`src/rtl/grid_disp_pkg.sv`:
```
// grid_disp_pkg: shared types, sizes and default colours for the grid display scanner
package grid_disp_pkg;
  typedef logic [23:0] rgb_t;
  localparam int GRID_DIM = 8;
  localparam int CELL_IDX_W = 3;
  localparam rgb_t ALIVE_RGB_D = 24'hFFFFFF;
  localparam rgb_t DEAD_RGB_D = 24'h000000;
  localparam rgb_t BORDER_RGB_D = 24'h202020;
  function automatic int total(input int act, input int fp, input int sync, input int bp);
    return act + fp + sync + bp;
  endfunction
endpackage

```
`src/rtl/grid_display_scanner_raster.sv`:
```
// raster_timing_gen: h/v raster counters, registered sync/de decode and frame wrap strobe
// Ports: clk, reset_n (async, active-low), pix_en (pixel tick);
//   h_cnt/v_cnt current raster position, h_nxt/v_nxt position after the next tick,
//   line_end (last pixel of a line), frame_wrap (this clk wraps the raster to (0,0)),
//   hsync/vsync (active-low), de (visible area), all registered one clk after the counters.
module raster_timing_gen
  import grid_disp_pkg::*;
#(
  parameter int H_ACTIVE = 640,
  parameter int H_FP = 16,
  parameter int H_SYNC = 96,
  parameter int H_BP = 48,
  parameter int V_ACTIVE = 480,
  parameter int V_FP = 10,
  parameter int V_SYNC = 2,
  parameter int V_BP = 33,
  parameter int HW = $clog2(total(H_ACTIVE, H_FP, H_SYNC, H_BP)),
  parameter int VW = $clog2(total(V_ACTIVE, V_FP, V_SYNC, V_BP))
) (
  input  logic          clk,
  input  logic          reset_n,
  input  logic          pix_en,
  output logic [HW-1:0] h_cnt,
  output logic [VW-1:0] v_cnt,
  output logic [HW-1:0] h_nxt,
  output logic [VW-1:0] v_nxt,
  output logic          line_end,
  output logic          frame_wrap,
  output logic          hsync,
  output logic          vsync,
  output logic          de
);
  localparam int HT = total(H_ACTIVE, H_FP, H_SYNC, H_BP);
  localparam int VT = total(V_ACTIVE, V_FP, V_SYNC, V_BP);
  logic frame_end;
  assign line_end = h_cnt == HW'(HT - 1);
  assign frame_end = line_end && v_cnt == VW'(VT - 1);
  assign frame_wrap = pix_en && frame_end;
  assign h_nxt = line_end ? '0 : h_cnt + 1'b1;
  assign v_nxt = frame_end ? '0 : line_end ? v_cnt + 1'b1 : v_cnt;
  always_ff @(posedge clk or negedge reset_n)
    if (!reset_n) begin
      h_cnt <= '0;
      v_cnt <= '0;
      hsync <= 1'b1;
      vsync <= 1'b1;
      de <= 1'b0;
    end else if (pix_en) begin
      h_cnt <= h_nxt;
      v_cnt <= v_nxt;
      hsync <= !(h_cnt >= HW'(H_ACTIVE + H_FP) && h_cnt < HW'(H_ACTIVE + H_FP + H_SYNC));
      vsync <= !(v_cnt >= VW'(V_ACTIVE + V_FP) && v_cnt < VW'(V_ACTIVE + V_FP + V_SYNC));
      de <= h_cnt < HW'(H_ACTIVE) && v_cnt < VW'(V_ACTIVE);
    end
endmodule

```
`src/rtl/grid_display_scanner.sv`:
```
// grid_display_scanner: draws the 8x8 Game of Life grid onto a raster with tear-free grid updates
// Ports: clk, reset_n (async, active-low), pix_en (pixel tick), grid_in/grid_valid/grid_ready
//   (grid handshake, accepted only in vertical blanking), frame_start (pulse as raster restarts),
//   hsync/vsync (active-low), de (visible area), rgb {R,G,B} (0 outside visible area).
// Build option: GRID_LINES_EN draws 1-px separators on the first row/column of every cell.
module grid_display_scanner
  import grid_disp_pkg::*;
#(
  parameter int H_ACTIVE = 640,
  parameter int H_FP = 16,
  parameter int H_SYNC = 96,
  parameter int H_BP = 48,
  parameter int V_ACTIVE = 480,
  parameter int V_FP = 10,
  parameter int V_SYNC = 2,
  parameter int V_BP = 33,
  parameter int CELL_PX = 60,
  parameter int GRID_X0 = 80,
  parameter int GRID_Y0 = 0,
  parameter rgb_t ALIVE_RGB = ALIVE_RGB_D,
  parameter rgb_t DEAD_RGB = DEAD_RGB_D,
  parameter rgb_t BORDER_RGB = BORDER_RGB_D
) (
  input  logic        clk,
  input  logic        reset_n,
  input  logic        pix_en,
  input  logic [63:0] grid_in,
  input  logic        grid_valid,
  output logic        grid_ready,
  output logic        frame_start,
  output logic        hsync,
  output logic        vsync,
  output logic        de,
  output logic [23:0] rgb
);
  localparam int HW = $clog2(total(H_ACTIVE, H_FP, H_SYNC, H_BP));
  localparam int VW = $clog2(total(V_ACTIVE, V_FP, V_SYNC, V_BP));
  localparam int PW = $clog2(CELL_PX + 1);
  localparam int CW = CELL_IDX_W + 1;
  logic [HW-1:0] h_cnt, h_nxt;
  logic [VW-1:0] v_cnt, v_nxt;
  logic line_end, frame_wrap, pending, acc, col_last, row_last, vis, in_grid, sep;
  logic [63:0] shadow, disp;
  logic [PW-1:0] col_px, row_px;
  logic [CW-1:0] col_cell, row_cell;
  rgb_t rgb_n;
  raster_timing_gen #(
    .H_ACTIVE(H_ACTIVE), .H_FP(H_FP), .H_SYNC(H_SYNC), .H_BP(H_BP),
    .V_ACTIVE(V_ACTIVE), .V_FP(V_FP), .V_SYNC(V_SYNC), .V_BP(V_BP),
    .HW(HW), .VW(VW)
  ) u_raster (
    .clk(clk), .reset_n(reset_n), .pix_en(pix_en),
    .h_cnt(h_cnt), .v_cnt(v_cnt), .h_nxt(h_nxt), .v_nxt(v_nxt),
    .line_end(line_end), .frame_wrap(frame_wrap),
    .hsync(hsync), .vsync(vsync), .de(de)
  );
  assign grid_ready = v_cnt >= VW'(V_ACTIVE) && !pending;
  assign acc = grid_valid && grid_ready;
  // Cell counters track the current raster position; index GRID_DIM (top bit set) means outside the grid.
  assign col_last = col_px == PW'(CELL_PX - 1);
  assign row_last = row_px == PW'(CELL_PX - 1);
  always_ff @(posedge clk or negedge reset_n)
    if (!reset_n) begin
      col_cell <= GRID_X0 == 0 ? '0 : CW'(GRID_DIM);
      row_cell <= GRID_Y0 == 0 ? '0 : CW'(GRID_DIM);
      col_px <= '0;
      row_px <= '0;
    end else if (pix_en) begin
      if (h_nxt == HW'(GRID_X0)) begin
        col_cell <= '0;
        col_px <= '0;
      end else if (!col_cell[CELL_IDX_W]) begin
        col_px <= col_last ? '0 : col_px + 1'b1;
        col_cell <= col_cell + CW'(col_last);
      end
      if (line_end && v_nxt == VW'(GRID_Y0)) begin
        row_cell <= '0;
        row_px <= '0;
      end else if (line_end && !row_cell[CELL_IDX_W]) begin
        row_px <= row_last ? '0 : row_px + 1'b1;
        row_cell <= row_cell + CW'(row_last);
      end
    end
  assign vis = h_cnt < HW'(H_ACTIVE) && v_cnt < VW'(V_ACTIVE);
  assign in_grid = !col_cell[CELL_IDX_W] && !row_cell[CELL_IDX_W];
`ifdef GRID_LINES_EN
  assign sep = col_px == '0 || row_px == '0;
`else
  assign sep = 1'b0;
`endif
  assign rgb_n = !vis ? '0 : (!in_grid || sep) ? BORDER_RGB :
                 disp[{row_cell[CELL_IDX_W-1:0], col_cell[CELL_IDX_W-1:0]}] ? ALIVE_RGB : DEAD_RGB;
  // A grid accepted on the wrap clk bypasses the shadow so it shows in the frame starting now.
  always_ff @(posedge clk or negedge reset_n)
    if (!reset_n) begin
      shadow <= '0;
      disp <= '0;
      pending <= 1'b0;
      frame_start <= 1'b0;
      rgb <= '0;
    end else begin
      frame_start <= frame_wrap;
      if (acc) shadow <= grid_in;
      if (frame_wrap) begin
        disp <= acc ? grid_in : pending ? shadow : disp;
        pending <= 1'b0;
      end else if (acc) pending <= 1'b1;
      if (pix_en) rgb <= rgb_n;
    end
endmodule

```
`config.mk`:
```
export PLATFORM = sky130hd
export DESIGN_NAME = grid_display_scanner
export DESIGN_NICKNAME = d
export VERILOG_FILES = /design/src/rtl/grid_disp_pkg.sv /design/src/rtl/grid_display_scanner_raster.sv /design/src/rtl/grid_display_scanner.sv
export SDC_FILE = /design/constraint.sdc
export NUM_CORES = 1
export LEC_CHECK = 0
export ABC_CLOCK_PERIOD_IN_PS = 3200
export CAP_MARGIN = 20
export CORE_MARGIN = 4
export CORE_UTILIZATION = 56
export DETAILED_ROUTE_END_ITERATION = 7
export GPL_ROUTABILITY_DRIVEN = 1
export MAX_ROUTING_LAYER = met4
export PLACE_DENSITY_LB_ADDON = 0.05
export SLEW_MARGIN = 20
export SYNTH_ARGS = -nofsm -noshare
export SYNTH_HDL_FRONTEND = slang
export SYNTH_HIERARCHICAL = 1
export SYNTH_SLANG_ARGS = --single-unit
```
`constraint.sdc`:
```
create_clock -name clk -period 3.2 [get_ports clk]
set_input_delay 0.96 -clock clk [delete_from_list [all_inputs] [get_ports clk]]
set_output_delay 0.96 -clock clk [all_outputs]
set_load 0.1 [all_outputs]
```
==> impl_results.rst, run 1 <==
.. list-table::
   :header-rows: 1

   * - Metric
     - Value
   * - Clock root buffer
     - clkbuf_16
   * - Final routed wire length divided by cell count
     - 17.7 um
   * - Wirelength, routed
     - 16800 um
   * - Number of different library cells in the post-synthesis netlist
     - 55
   * - Clock network latency to the later pin of the worst-skew pair
     - 0.43 ns
   * - Residual DRC
     - 0
   * - Sort of element at the end of the critical path
     - flop
   * - Critical path data arrival time
     - 3.30 ns
   * - Wire length of the first global-routing pass
     - 27800 um
   * - Post-synthesis async set-or-reset flop share
     - 1.00
   * - Count of boundary I/O pins
     - 97
   * - Via total after detailed routing
     - 5451
   * - Result of the run
     - complete, no violations
   * - Maximum Capacitance Violations
     - 0
   * - Register-to-Register Path Depth
     - 11
   * - Post-route setup TNS
     - 0 ns
   * - Synthesis Warnings
     - 6
   * - Clk sink count
     - 175
   * - Post-synth EDFFs
     - 0
   * - Count of endpoints failing hold in the final timing report
     - 0
   * - Highest-count cells in the layout ignoring fill and taps
     - 172 x dfrtp_1, 128 x mux2_2, 66 x clkdlybuf4s50_1
   * - TritonCTS Buffers
     - 17
   * - Crit path launch type
     - flop
   * - Total congestion overflow after global routing
     - 0
   * - Period minus WS final
     - 2.96 ns
   * - Maximum number of pins on one net before global-route repair
     - 69
   * - Cell depth of the worst hold path
     - 1
   * - Power Dens Cells
     - 594 mW/mm^2
   * - Post-placement cell area
     - 0.00927 sq mm
   * - Largest fanout of any net on the critical path
     - 16
   * - Number of global-route vias before repair
     - 5520
   * - Synth Flop Type
     - dfrtp_1
   * - Tightest hold margin
     - 0.495 ns
   * - Number of port buffers
     - 96
   * - Core box area
     - 0.0145 sq mm
   * - Setup slack of the most critical reg-to-reg path
     - 0.24 ns
   * - Synthesized netlist cell count
     - 679
   * - FF+latch count, synth
     - 175
   * - Fmax
     - 0.338 GHz
   * - Post-CTS setup repair buffer count
     - 0
   * - Mean post-synth cell area
     - 12.3 sq um
   * - Global routing usage summed across all routing layers
     - 0.215
   * - Share of the clock period used by the worst path after layout
     - 0.925
   * - Relative area change from synthesis to final layout
     - 18.3%
   * - Worst ir drop on vdd
     - 0.465 mV
   * - Reg clk slew, reported paths
     - 0.06 ns
   * - Die boundary height
     - 130 um
   * - Leak Pwr
     - 4.42 nW
   * - Routed vias/inst
     - 5.74
   * - Final Max Slew Viols
     - 0
   * - Routability congestion estimate from global placement
     - 0.905
   * - Pin slew with the least headroom to its limit
     - 0.669 ns
   * - Mapped cell area
     - 0.00832 sq mm
   * - Initial core utilization
     - 0.572
   * - First-pass iteration count of the detailed router
     - 4
   * - Violation count after the first detailed-route iteration
     - 312
   * - Synthesized net count
     - 758
   * - Antenna cell count
     - 0
   * - Final HPWL DP
     - 11600 um
   * - Register area share after synthesis
     - 0.527
   * - Setup violators final
     - 0
   * - Number of nets in the layout
     - 833
   * - Tot Pwr
     - 5.84 mW
   * - CTS H-Tree Depth
     - 4
   * - Least setup slack across all paths after layout
     - 0.239 ns
   * - Layout cells sized above 1
     - 0.289
   * - Clock skew after layout
     - 0.00897 ns
   * - Post-route ant nets
     - 0
   * - Max-slew headroom at the worst pin
     - 0.554
   * - Number of antenna violations at the first check in global routing
     - 0
   * - CTS tree
     - built
   * - Overall die width
     - 130 um
   * - Worst slack after detailed placement
     - 0.219 ns
   * - Commonest non-fill, non-tap cell in the layout
     - dfrtp_1
   * - Post-route cell area
     - 0.00984 sq mm
   * - Start-to-end type of the worst setup path
     - flop to flop
   * - Worst min-delay path class
     - flop to flop
   * - Area of the die
     - 0.0169 sq mm
   * - Clock buffer depth
     - 2
   * - Required time of the worst setup path
     - 3.54 ns
   * - Standard-cell row count
     - 44
-- cell usage after synthesis (all sizes together) (5+ instances only) --
cell	count	area share
and2	5	0.0038
dfrtp	172	0.52
inv	17	0.0077
o21ai	41	0.025
buf	47	0.039
nor2b	8	0.0060
nor4	5	0.0038
xor2	7	0.0074
nand2	34	0.015
nor3	6	0.0036
mux2	128	0.17
mux2i	23	0.028
nand2b	5	0.0038
ha	11	0.017
clkbuf	8	0.0036
a31oi	9	0.0068
a21oi	14	0.0084
mux4	6	0.017
a22o	5	0.0053
nand3	19	0.013
and3	10	0.0075
nand4	13	0.012
nor2	29	0.013
xnor2	13	0.014
-- timing repair --
action	4_1_cts	5_1_grt
hold buffers	0	0
resized for setup	0	3
setup endpoints to repair	0	7
-- power breakdown --
| group | switching (mW) | internal (mW) | leakage (nW) |
|---|---|---|---|
| clock network | 0.832 | 1.13 | 0.266 |
| registers | 0.200 | 2.68 | 2.26 |
| logic | 0.455 | 0.543 | 1.89 |
-- logic make-up (layout without fill, tap and decap cells) --
kind of cell / Yosys count / after routing / synth area share
adders and majority gates: 11 / 11 / 0.0165
and+or+nand+nor: 146 / 146 / 0.0943
xor gates and xnor gates: 20 / 20 / 0.0211
DFF: 175 / 175 / 0.527
muxes: 157 / 157 / 0.218
AOI/OAI and AO/OA: 98 / 98 / 0.0732
buffers and inverters: 72 / 159 / 0.0501
-- per-layer routing --
metal,wire length [um],track usage
met1,7560,0.284
met2,8270,0.338
met3,788,0.0528
met4,159,0.0575
met5,0,-
-- layout make-up --
| type | instances | area (sq um) |
|---|---|---|
| Sequential cell | 175 | 4380 |
| Fill cell | 1069 | 4690 |
| Tap cell | 184 | 230 |
| Clock buffer | 23 | 478 |
| Multi-Input combinational cell | 432 | 3550 |
| Timing Repair Buffer | 111 | 1050 |
| Clock inverter | 8 | 80.1 |
| Inverter | 17 | 63.8 |
-- critical path: stages, from the launching register on --
cell,delay [ns]
dfrtp_1,0.41
ha_1,0.25
and3_1,0.34
nand3_4,0.24
inv_2,0.22
nor2_1,0.08
nor4_2,0.35
and4_1,0.27
o21ai_1,0.17
nor4_1,0.32
a21oi_1,0.07
o21ai_0,0.14
-- per-stage QoR --
step,util,cells
final,0.677,950
after global routing,0.677,950
after CTS,0.676,950
after detailed placement,0.638,919
after global placement,0.638,919
after floorplan,-,679
-- flip-flops by register name, indices dropped and copies added, names as in the netlist --
register / cells
u_raster/hsync: 1
rgb: 2
row_px: 6
shadow: 64
col_px: 6
u_raster/v_cnt: 10
disp: 64
col_cell: 4
row_cell: 4
pending: 1
u_raster/de: 1
frame_start: 1
u_raster/h_cnt: 10
u_raster/vsync: 1
-- final timing paths --
path                          endpoint              start
min in group asynchronous   shadow[58]            reset_n
setup / recovery             col_px[5]  u_raster/h_cnt[0]
hold reg to reg             shadow[32]         shadow[32]
max in group asynchronous  col_cell[3]            reset_n
setup reg to reg             col_px[5]  u_raster/h_cnt[0]
hold / removal              shadow[32]         shadow[32]
(Power assumes the default switching activity.)
==> run 2: changes to the inputs <==
ABC_CLOCK_PERIOD_IN_PS = 3550   (was 3200)
CORE_UTILIZATION = 59   (was 56)
clock period = 3.55 ns   (was 3.2 ns; I/O delays follow)
==> run 2 against run 1 <==
Effect of this change:
- first-iteration DRC count rose by 38%
- final area fell by 0.81%
- non-clock buffer count is 6 lower
- wire length fell by 1.8%
- clock power fell by 9.7%
- register-to-register slack gained 0.10 ns
- critical path depth grew 1
- count of clock-buffer cells in the layout fell by 2
- global-route usage increased by 0.66 points
- worst hold slack worse by 0.0035 ns
- utilization increased by 2.9 points
- critical endpoint is now row_px[5]
- largest cell class unchanged
==> impl_results.rst, run 2 (synthesis gave the netlist of run 1 again) <==
.. list-table::
   :header-rows: 1

   * - Metric
     - Value
   * - Result of the run
     - complete, no violations (unchanged)
   * - Reported net switching power
     - 1.36 mW (was 1.49 mW)
   * - Area occupied by multi-input gates
     - 0.00354 sq mm (was 0.00355 sq mm)
   * - Cell internal pwr
     - 3.91 mW (was 4.36 mW)
   * - Clock root buffer
     - clkbuf_16 (unchanged)
   * - Unrepaired setup endpoints after global routing
     - false
   * - Number of global-route vias before repair
     - 5572 (was 5520)
   * - First-pass iteration count of the detailed router
     - 4 (unchanged)
   * - Wire length of the first global-routing pass
     - 28100 um (was 27800 um)
   * - Number of buffers added to fix hold violations after cts
     - 0 (unchanged)
   * - Cell depth of the worst hold path
     - 2 (was 1)
   * - Clock network latency to the later pin of the worst-skew pair
     - 0.42 ns (was 0.43 ns)
   * - Clock skew after layout
     - 0.00497 ns (was 0.00897 ns)
   * - Highest-count cells in the layout ignoring fill and taps
     - 172 x dfrtp_1, 128 x mux2_2, 66 x clkdlybuf4s50_1 (unchanged)
   * - Crit path launch type
     - flop (unchanged)
   * - Antenna cell count
     - 0 (unchanged)
   * - Post-route setup TNS
     - 0 ns (unchanged)
   * - Largest registers
     - disp: 64 flops, shadow: 64 flops (unchanged)
   * - Routed vias/inst
     - 5.73 (was 5.74)
   * - TritonCTS Buffers
     - 17 (unchanged)
   * - Fmax
     - 0.312 GHz (was 0.338 GHz)
   * - Number of nets in the layout
     - 827 (was 833)
   * - Critical Path Source
     - u_raster/v_cnt[0] (was u_raster/h_cnt[0])
   * - Startpoint of the worst hold path
     - u_raster/vsync (was shadow[32])
   * - Switching share of power
     - 0.258 (was 0.254)
   * - FF/Latch Area
     - 0.00438 sq mm (unchanged)
   * - Max-slew headroom at the worst pin
     - 0.452 (was 0.554)
   * - Global routing usage summed across all routing layers
     - 0.222 (was 0.215)
   * - Power Dens Cells
     - 540 mW/mm^2 (was 594 mW/mm^2)
   * - Maximum number of pins on one net before global-route repair
     - 69 (unchanged)
   * - Area of the die
     - 0.0161 sq mm (was 0.0169 sq mm)
   * - Total congestion overflow after global routing
     - 0 (unchanged)
   * - Register-to-Register Path Depth
     - 12 (was 11)
   * - Number of antenna violations at the first check in global routing
     - 0 (unchanged)
   * - Clk sink count
     - 175 (unchanged)
   * - Number of port buffers
     - 96 (unchanged)
   * - Violation count after the first detailed-route iteration
     - 432 (was 312)
   * - Commonest non-fill, non-tap cell in the layout
     - dfrtp_1 (unchanged)
   * - Largest fanout of any net on the critical path
     - 9 (was 16)
   * - Pin slew with the least headroom to its limit
     - 0.822 ns (was 0.669 ns)
   * - Wirelength, routed
     - 16500 um (was 16800 um)
   * - Final Max Slew Viols
     - 0 (unchanged)
   * - Overall die width
     - 127 um (was 130 um)
   * - Tot Pwr
     - 5.27 mW (was 5.84 mW)
   * - Setup slack of the most critical reg-to-reg path
     - 0.34 ns (was 0.24 ns)
   * - Relative area change from synthesis to final layout
     - 17.3% (was 18.3%)
   * - Combinational share of power
     - 0.168 (was 0.171)
   * - Clock buffer depth
     - 2 (unchanged)
   * - Start-to-end type of the worst setup path
     - flop to flop (unchanged)
   * - Part of the total power dissipated in sequential elements
     - 0.496 (was 0.493)
   * - Final routed wire length divided by cell count
     - 17.5 um (was 17.7 um)
   * - Period minus WS final
     - 3.21 ns (was 2.96 ns)
   * - Leak Pwr
     - 4.38 nW (was 4.42 nW)
   * - Number of non-filler instances in the completed layout
     - 941 (was 950)
   * - Routability congestion estimate from global placement
     - 0.826 (was 0.905)
   * - Initial core utilization
     - 0.602 (was 0.572)
   * - CTS H-Tree Depth
     - 4 (unchanged)
   * - Worst min-delay path class
     - flop to flop (unchanged)
   * - Post-route ant nets
     - 0 (unchanged)
   * - Count of endpoints failing hold in the final timing report
     - 0 (unchanged)
   * - Share of the clock period used by the worst path after layout
     - 0.904 (was 0.925)
   * - Reg2Reg Launch Point
     - u_raster/v_cnt[0] (was u_raster/h_cnt[0])
   * - Placed Cells
     - 909 (was 919)
   * - Count of boundary I/O pins
     - 97 (unchanged)
   * - Standard-cell row count
     - 43 (was 44)
   * - Endpoint with the worst hold slack
     - u_raster/vsync (was shadow[32])
   * - Die boundary height
     - 127 um (was 130 um)
   * - Reg clk slew, reported paths
     - 0.06 ns (about the same)
   * - Layout cells sized above 1
     - 0.281 (was 0.289)
   * - Setup violators final
     - 0 (unchanged)
   * - Worst ir drop on vdd
     - 0.366 mV (was 0.465 mV)
   * - Final HPWL DP
     - 11400 um (was 11600 um)
   * - Clock network power share
     - 0.336 (about the same)
   * - Via total after detailed routing
     - 5395 (was 5451)
   * - Core box area
     - 0.0138 sq mm (was 0.0145 sq mm)
   * - Required time of the worst setup path
     - 3.90 ns (was 3.54 ns)
   * - Sort of element at the end of the critical path
     - flop (unchanged)
   * - CTS tree
     - built (unchanged)
   * - Critical register-to-register path endpoint
     - row_px[5] (was col_px[5])
   * - Critical path data arrival time
     - 3.55 ns (was 3.30 ns)
   * - Residual DRC
     - 0 (unchanged)
   * - Filler Cells Inserted
     - 1014 (was 1069)
   * - Maximum Capacitance Violations
     - 0 (unchanged)
[run 2: critical path: stages, from the launching register on]
cell and delay (ns):
dfrtp_1 0.46, inv_1 0.12, ha_1 0.14, nor3b_1 0.46, nand3_1 0.31, nand2_1 0.17, o21ai_0 0.10, nor4_1 0.28
and3_1 0.38, o21ai_1 0.27, nor2_1 0.21, a31oi_1 0.10, a21oi_1 0.12
[run 2: how the worst max path moves through the flow]
stage | endpoint | slack [ns] | cells after the start
2_1_floorplan | disp[0] | 0.64 | 7
3_3_place_gp | row_px[5] | 0.46 | 12
3_5_place_dp | row_px[5] | 0.35 | 12
4_1_cts | row_px[5] | 0.33 | 12
5_1_grt | row_px[5] | 0.04 | 12
6_report | row_px[5] | 0.34 | 12
[run 2: area by class of cell]
| cell class | count | area share |
|---|---|---|
| Tap cell | 180 | 0.0231 |
| Sequential cell | 175 | 0.449 |
| Timing Repair Buffer | 105 | 0.101 |
| Clock buffer | 21 | 0.0472 |
| Clock inverter | 11 | 0.0109 |
| Multi-Input combinational cell | 432 | 0.362 |
| Inverter | 17 | 0.00667 |
[run 2: routing by layer]
layer	up-vias	wire [um]	global-route usage
li1	2562	-	-
met1	2707	7450	0.297
met2	102	8160	0.349
met3	24	608	0.0438
met4	0	253	0.0631
met5	-	0	-
[run 2: power by group through the flow]
stage	logic, mW	clock network [mW]	registers [mW]
2_1_floorplan	0.664	0	2.56
4_1_cts	0.903	1.82	2.62
5_1_grt	0.989	1.91	2.67
6_report	0.885	1.77	2.61
3_5_place_dp	0.897	0	2.66
3_3_place_gp	0.869	0	2.62
[run 2: timing repair]
action                                 in CTS  in global routing
endpoints found under the hold margin       0                  0
setup buffers                               0                  0
gates resized for setup                     0                  1
setup endpoints to repair                   0                  1
[run 2: per-stage QoR]
step | area (sq um) | utilization | hold WS (ns) | setup WS, ns
detailed placement | 9190 | 0.665 | 0.482 | 0.349
CTS | 9760 | 0.706 | 0.493 | 0.334
finish | 9760 | 0.706 | 0.491 | 0.343
global placement | 9190 | 0.665 | 0.477 | 0.464
floorplan | 8320 | - | 0.469 | 0.644
global route | 9760 | 0.706 | 0.511 | 0.0389
